==> config.mk <==
export PLATFORM = sky130hd
export DESIGN_NAME = tlp_tx_arbiter
export DESIGN_NICKNAME = d
export VERILOG_FILES = /design/src/rtl/tlp_tx_arbiter.sv
export SDC_FILE = /design/constraint.sdc
export NUM_CORES = 1
export LEC_CHECK = 0
export BUFFER_PORTS_ARGS = -buffer_cell sky130_fd_sc_hd__clkbuf_2
export CAP_MARGIN = 25
export CORE_AREA = 5 5 164 166
export CTS_BUF_LIST = sky130_fd_sc_hd__clkbuf_4
export CTS_CLUSTER_SIZE = 10
export DETAILED_ROUTE_END_ITERATION = 10
export DIE_AREA = 0 0 169 171
export PLACE_DENSITY = 0.71
export RECOVER_POWER = 25
export SKIP_CTS_REPAIR_TIMING = 1
export SYNTH_ARGS = -nofsm -noshare
export SYNTH_HDL_FRONTEND = slang
export SYNTH_SLANG_ARGS = --single-unit
==> constraint.sdc <==
create_clock -name pcie_clk -period 6.9 [get_ports pcie_clk]
set_clock_uncertainty 0.2 [all_clocks]
set_input_delay 0.345 -clock pcie_clk [delete_from_list [all_inputs] [get_ports pcie_clk]]
set_output_delay 0.345 -clock pcie_clk [all_outputs]
set_load 0.01 [all_outputs]
==> src/rtl/tlp_tx_arbiter.sv <==
// tlp_tx_arbiter: per-packet fixed-priority / round-robin merge of NUM_CH TLP sources onto one AXI4-Stream TX port
module tlp_tx_arbiter #(
   parameter int          C_DATA_WIDTH = 64,
   parameter int          KEEP_WIDTH   = C_DATA_WIDTH/8,
   parameter int          TUSER_WIDTH  = 4,
   parameter int          NUM_CH       = 3,
   parameter int          ARB_MODE     = 1,
   parameter logic [15:0] STALL_LIMIT  = 16'd1024
) (
   input  logic                             pcie_clk,
   input  logic                             pcie_rst,
   input  logic [NUM_CH-1:0]                s_tx_req,
   output logic [NUM_CH-1:0]                s_tx_ack,
   input  logic [NUM_CH-1:0]                s_tx_tvalid,
   output logic [NUM_CH-1:0]                s_tx_tready,
   input  logic [NUM_CH-1:0]                s_tx_tlast,
   input  logic [NUM_CH*KEEP_WIDTH-1:0]     s_tx_tkeep,
   input  logic [NUM_CH*C_DATA_WIDTH-1:0]   s_tx_tdata,
   input  logic [NUM_CH*TUSER_WIDTH-1:0]    s_tx_tuser,
   input  logic                             m_tx_tready,
   output logic                             m_tx_tvalid,
   output logic                             m_tx_tlast,
   output logic [KEEP_WIDTH-1:0]            m_tx_tkeep,
   output logic [C_DATA_WIDTH-1:0]          m_tx_tdata,
   output logic [TUSER_WIDTH-1:0]           m_tx_tuser,
   output logic [$clog2(NUM_CH)-1:0]        grant_ch,
   output logic                             busy,
   output logic [NUM_CH*32-1:0]             pkt_cnt,
   output logic                             stall_err
);
   localparam int CW = $clog2(NUM_CH);
   typedef enum logic {IDLE, GRANT} state_t;
   state_t state, state_nxt;
   logic [CW-1:0] ptr, win, idx;
   logic [CW:0] sum;
   logic found, xfer;
   logic [15:0] wd, wd_nxt;

   always_ff @(posedge pcie_clk)
      if (pcie_rst) state <= IDLE;
      else state <= state_nxt;

   // search starts at ptr in round-robin mode, at channel 0 in fixed mode
   always_comb begin
      win = '0;
      found = 1'b0;
      sum = '0;
      idx = '0;
      for (int i = 0; i < NUM_CH; i++) begin
         sum = (ARB_MODE != 0) ? {1'b0, ptr} + (CW+1)'(i) : (CW+1)'(i);
         idx = (sum >= (CW+1)'(NUM_CH)) ? CW'(sum - (CW+1)'(NUM_CH)) : CW'(sum);
         if (!found && s_tx_req[idx]) begin
            found = 1'b1;
            win = idx;
         end
      end
   end

   assign xfer = m_tx_tvalid & m_tx_tready;

   always_comb
      state_nxt = (state == IDLE) ? (found ? GRANT : IDLE) : ((xfer && m_tx_tlast) ? IDLE : GRANT);

   always_comb begin
      busy        = state == GRANT;
      s_tx_ack    = busy ? NUM_CH'(1) << grant_ch : '0;
      s_tx_tready = busy ? NUM_CH'(m_tx_tready) << grant_ch : '0;
      m_tx_tvalid = busy & s_tx_tvalid[grant_ch];
      m_tx_tlast  = busy & s_tx_tlast[grant_ch];
      m_tx_tkeep  = busy ? s_tx_tkeep[grant_ch*KEEP_WIDTH +: KEEP_WIDTH] : '0;
      m_tx_tdata  = busy ? s_tx_tdata[grant_ch*C_DATA_WIDTH +: C_DATA_WIDTH] : '0;
      m_tx_tuser  = busy ? s_tx_tuser[grant_ch*TUSER_WIDTH +: TUSER_WIDTH] : '0;
   end

   // watchdog counts only source-side starvation; backpressure holds it
   assign wd_nxt = (!busy || xfer) ? '0 : (!s_tx_tvalid[grant_ch] && wd != '1) ? wd + 16'd1 : wd;

   always_ff @(posedge pcie_clk)
      if (pcie_rst) begin
         grant_ch  <= '0;
         ptr       <= '0;
         pkt_cnt   <= '0;
         wd        <= '0;
         stall_err <= 1'b0;
      end else begin
         if (state == IDLE && found) grant_ch <= win;
         if (xfer && m_tx_tlast) begin
            ptr <= (grant_ch == CW'(NUM_CH-1)) ? '0 : grant_ch + CW'(1);
            pkt_cnt[grant_ch*32 +: 32] <= pkt_cnt[grant_ch*32 +: 32] + 32'd1;
         end
         wd        <= wd_nxt;
         stall_err <= stall_err | (busy && !s_tx_tvalid[grant_ch] && wd_nxt == STALL_LIMIT);
      end
endmodule

# Word level (Yosys, flattened, before mapping)
# Index checks and enable logic that the tools add are counted.
# W data, S select, Z words.
totals:
  register_bits: 118
  inputBits: 240
  out_inout_bits: 184
classes:
  shifts: 8
  n_mux: 31
  magnitude_cmp: 7
  n_bitwise: 5
  n_reduce_logical: 12
  add_sub_neg: 9
  eq_ne: 3
op_table:
  columns: ["op", "n"]
  rows:
  - ["$shiftx A192 B9 Y64", 1]
  - ["$bwmux W96", 1]
  - ["$shift A32 B34 Y96 const A", 1]
  - ["$shiftx A32 B34 Y96", 1]
  - ["$shiftx A96 B8 Y32", 1]
  - ["$mux W64", 1]
  - ["$neg A7 Y34", 1]
  - ["$add A32 B1 Y32 const B", 1]
  - ["$mux W16", 2]
  - ["$shiftx A24 B6 Y8", 1]
  - ["$add A16 B1 Y16 const B", 1]
  - ["$eq A16 B11 Y1 const B", 1]
  - ["$ne A16 B16 Y1 const B", 1]
  - ["$mux W2", 7]
  - ["$lt A2 B3 Y1 const B", 4]
  - ["$shiftx A12 B5 Y4", 1]
  - ["$mux W1", 11]
  - ["$bmux W1 S2", 5]
  - ["$mux W8", 1]
  - ["$logic_and A1 B1 Y1", 7]
  - ["$ge A3 B2 Y1 const B", 2]
  - ["$mux W3", 2]
  - ["$sub A2 B2 Y2 const B", 3]
  - ["$logic_not A1 Y1", 4]
  - ["other kinds (12)", 14]

# Longest topological paths before layout
depth:
  word_depth: 13
  mapped_depth: 14
  depth_no_buf: 10

# Worst setup path before layout
# OpenSTA, ideal clock, no wires.
synth_timing:
  path_type: "register to register"
  from: "register grant_ch[0]"
  to: "register pkt_cnt[22]"
  t_arrival_ns: 3.140
  stages_incl_launch_ff: 14
  setup_slack_ns: 3.486
  required_time_ns: 6.626
  period_less_slack_ns: 3.414
  setup_time_ns: 0.074
  n_path_buf: 8
  cell_sequence: "dfxtp_1 -> buf_6 -> buf_8 -> buf_12 -> buf_6 -> buf_4 -> clkbuf_1 -> buf_2 -> inv_1 -> ha_1 -> nor4b_4 -> nand2b_1 -> clkbuf_1 -> o21ai_0"
synth_between:
  elab_chain_len: 5
synth_rtl:
  columns: ["element", "line_no", "text"]
  rows:
  - ["start: declaration", "26", "output logic [$clog2(NUM_CH)-1:0] grant_ch,"]
  - ["start signal: assignment", "86", "if (state == IDLE && found) grant_ch <= win;"]
  - ["branches (longest 5 deep; another with $add A32 B1 Y32)", null, null]
  - ["end signal: indexed assignment", "89", "pkt_cnt[grant_ch*32 +: 32] <= pkt_cnt[grant_ch*32 +: 32] + 32'd1;"]
  - ["end: declaration", "28", "output logic [NUM_CH*32-1:0] pkt_cnt,"]
# Parallel ways; which one is timed is not known. The select of a mux whose other input is x is not followed.
# A chain may end at the register's enable or synchronous reset.

# Final worst setup path
layout_timing:
  from: "register grant_ch[1]"
  to: "register pkt_cnt[22]"
# The elaborated chain is that of the path after synthesis.

==> results.sh <==
export IMPL_via_count=9151
export IMPL_grt_pass1_vias=8505
export IMPL_route_detailed_drc=0
export IMPL_worstHoldPathType="in2reg"
export IMPL_period_minus_slack_ns=4.54
export IMPL_synth_cell_type_count=62
export IMPL_port_buffers=423
export IMPL_grt_pass1_wl_mm=48.9
export IMPL_ys_ff_latch=118
export IMPL_drt_vias_per_instance=5.18
export IMPL_cts_sinks=118
export IMPL_rsz0062_at_grt="false"
export IMPL_startpoint="grant_ch[1]"
export IMPL_routed_wl_mm=33.2
export IMPL_finalCritPeriodShare_pct=65.8
export IMPL_die_area_um2=28900
export IMPL_synth_edf_count=0
export IMPL_grt_util_met3_pct=6.19
export IMPL_gr_total_overflow=0
export IMPL_drv_cap=0
export IMPL_area_delta_synth_final_pct=31.3
export IMPL_worstPathArrival_ns=4.79
export IMPL_powerDensity_nw_per_um2=149
export IMPL_yosysSeqAreaShare_pct=30.0
export IMPL_crit_end="pkt_cnt[22]"
export IMPL_ys_dominant_reg_cell="dfxtp_1"
export IMPL_core_area_um2=25500
export IMPL_cts_root_buf="clkbuf_4"
export IMPL_die_h_um=171
export IMPL_cellLeakagePower_nw=4.18
export IMPL_layout_common_cells="clkbuf_2, nor2_1, dfxtp_1"
export IMPL_async_reset_ff_share_pct=0
export IMPL_hpwl_mm=25.9
export IMPL_row_count=59
export IMPL_antenna_found_initial=7
export IMPL_syn_cell_area_um2=7880
export IMPL_crit_type="reg2reg"
export IMPL_grt_util_all_layers_pct=21.4
export IMPL_busiest_layer="met2"
export IMPL_peakVddDrop_v=0.0000966
export IMPL_nFillCells=2684
export IMPL_cts_tree="yes"
export IMPL_worst_pin_slew_ns=1.07
export IMPL_tns_ns=0
export IMPL_total_power_mw=1.54
export IMPL_numCtsBuffers=17
export IMPL_setup_viol=0
export IMPL_yosys_warnings=0
export IMPL_clockBufferDepth=2
export IMPL_syn_area_per_cell_um2=7.62
export IMPL_final_layout_size_suffix_gt1_share_pct=30.3
export IMPL_syn_inst=1034
export IMPL_synth_nets=1283
export IMPL_worstReg2RegEnd="pkt_cnt[22]"
export IMPL_wl_per_cell_um=18.8
export IMPL_die_w_um=169
export IMPL_insertion_delay_ns=0.55
export IMPL_max_freq_mhz=220
export IMPL_rr_startpoint="grant_ch[1]"
export IMPL_drv_slew=0
export IMPL_use_met1_pct=27.5
export IMPL_hold_viol_final=0
export IMPL_holdWs_ns=0.0896
export IMPL_critPathRequiredTime_ns=7.15
export IMPL_worst_r2r_path_depth=6
export IMPL_gp_congestion=0.899
export IMPL_dp_slack_ns=2.37
export IMPL_setup_slack_ns=2.36
export IMPL_relSlewSlack_pct=28.6
export IMPL_io_pins=424
export IMPL_drt_pass1_iter_count=6
export IMPL_detail_route_antenna_nets=0
export IMPL_finalNonFillerCells=1765
export IMPL_grt_util_met2_pct=35.3
export IMPL_end_kind="flop"
export IMPL_crit_fanout=88
export IMPL_h_tree_depth=4
export IMPL_grt_max_degree=89
export IMPL_status="finished clean"
export IMPL_critPathLaunchType="flop"
export IMPL_reg2reg_slack_ns=2.36
export IMPL_mostFrequentLayoutCell="clkbuf_2"
export IMPL_drt_iter0_drc=716
export IMPL_clkSlewWorstSetupHoldPaths_ns=0.11
export IMPL_layout_nets=1661
export IMPL_start_util_pct=30.9
export IMPL_dpl_cell_count=1724
## per-layer routing
metal / wire (um) / vias to the layer above / part of all wire (%)
li1: - / 4358 / -
met1: 13700 / 4255 / 41
met2: 15500 / 482 / 47
met3: 3180 / 52 / 9.6
met4: 824 / 4 / 2.5
met5: 23 / - / 0.069
## worst min-delay path by stage
| stage | start | depth (start not counted) | slack [ns] | to |
|---|---|---|---|---|
| 6_report | m_tx_tready | 4 | 0.09 | busy |
| 3_5_place_dp | pkt_cnt[59] | 2 | 0.26 | pkt_cnt[59] |
| 2_1_floorplan | ptr[1] | 2 | 0.25 | ptr[1] |
| 3_3_place_gp | stall_err | 2 | 0.25 | stall_err |
| 5_1_grt | m_tx_tready | 4 | 0.10 | ptr[0] |
| 4_1_cts | s_tx_req[2] | 3 | -0.15 | grant_ch[1] |
## logic make-up after synthesis
family	synth area share, %
xor gates and xnor gates	4.89
buffers and inverters	5.88
and+or+nand+nor	25.1
adders and majority gates	1.43
AOI/OAI and AO/OA	18.0
muxes	14.7
DFF	30.0
## critical path, stage by stage (launching register included)
cell and delay (ns):
dfxtp_4 0.62, buf_4 0.79, inv_1 0.51, ha_1 0.49, nor4b_4 0.57, nand2b_1 0.71, o21ai_0 0.40
## Yosys cell counts, types with 4 or more instances
master | number | area share [%]
mux2i_1 | 109 | 14
clkbuf_1 | 43 | 2.0
nor2_1 | 213 | 10
o21ai_0 | 59 | 3.7
ha_1 | 9 | 1.4
o22ai_1 | 8 | 0.64
or2_2 | 4 | 0.32
buf_6 | 6 | 0.86
nor3_1 | 11 | 0.70
and2_1 | 5 | 0.40
o21ai_1 | 18 | 1.1
xnor2_1 | 23 | 2.6
a22oi_1 | 32 | 3.1
xor2_1 | 21 | 2.3
buf_4 | 5 | 0.48
mux2_2 | 6 | 0.86
nand3_1 | 18 | 1.1
nand2_1 | 112 | 5.3
dfxtp_1 | 118 | 30
a21oi_1 | 90 | 5.7
o2bb2ai_2 | 4 | 0.76
inv_1 | 15 | 0.71
nand2b_1 | 6 | 0.48
or3_1 | 5 | 0.40
buf_1 | 8 | 0.38
nor4_1 | 5 | 0.40
nand4_1 | 6 | 0.48
buf_2 | 11 | 0.70
o22a_1 | 8 | 0.89
o2bb2ai_1 | 7 | 0.78
nor4_2 | 11 | 1.7
## report_power, final
group / internal [mW] / switching, mW / total, mW
Sequential: 0.683 / 0.00647 / 0.689
Combinational: 0.151 / 0.210 / 0.361
Clock: 0.214 / 0.278 / 0.493
Total: 1.05 / 0.495 / 1.54
## flip-flops by register name, summed over array words and instances, names as in the netlist
| signal | cells |
|---|---|
| ptr | 2 |
| grant_ch | 2 |
| wd | 16 |
| busy | 1 |
| stall_err | 1 |
| pkt_cnt | 96 |
## final cells by class
type,instances,area (um2),share of cell area [%]
multi-input cells,825,5060,49.0
diodes,5,12.5,0.121
clock buffers,18,135,1.31
inverters,15,56.3,0.545
well taps,335,419,4.05
flip-flops and latches,118,2370,22.9
repair buffers,435,2150,20.8
clock inverters,14,136,1.32
## per-stage QoR
step                instance area, um2  util [%]
floorplan                         7880         -
global placement                 10100      39.6
detailed placement               10100      39.6
CTS                              10400      40.7
global route                     10300      40.6
finish                           10300      40.6
No activity file was read; power rests on OpenSTA's default activity.
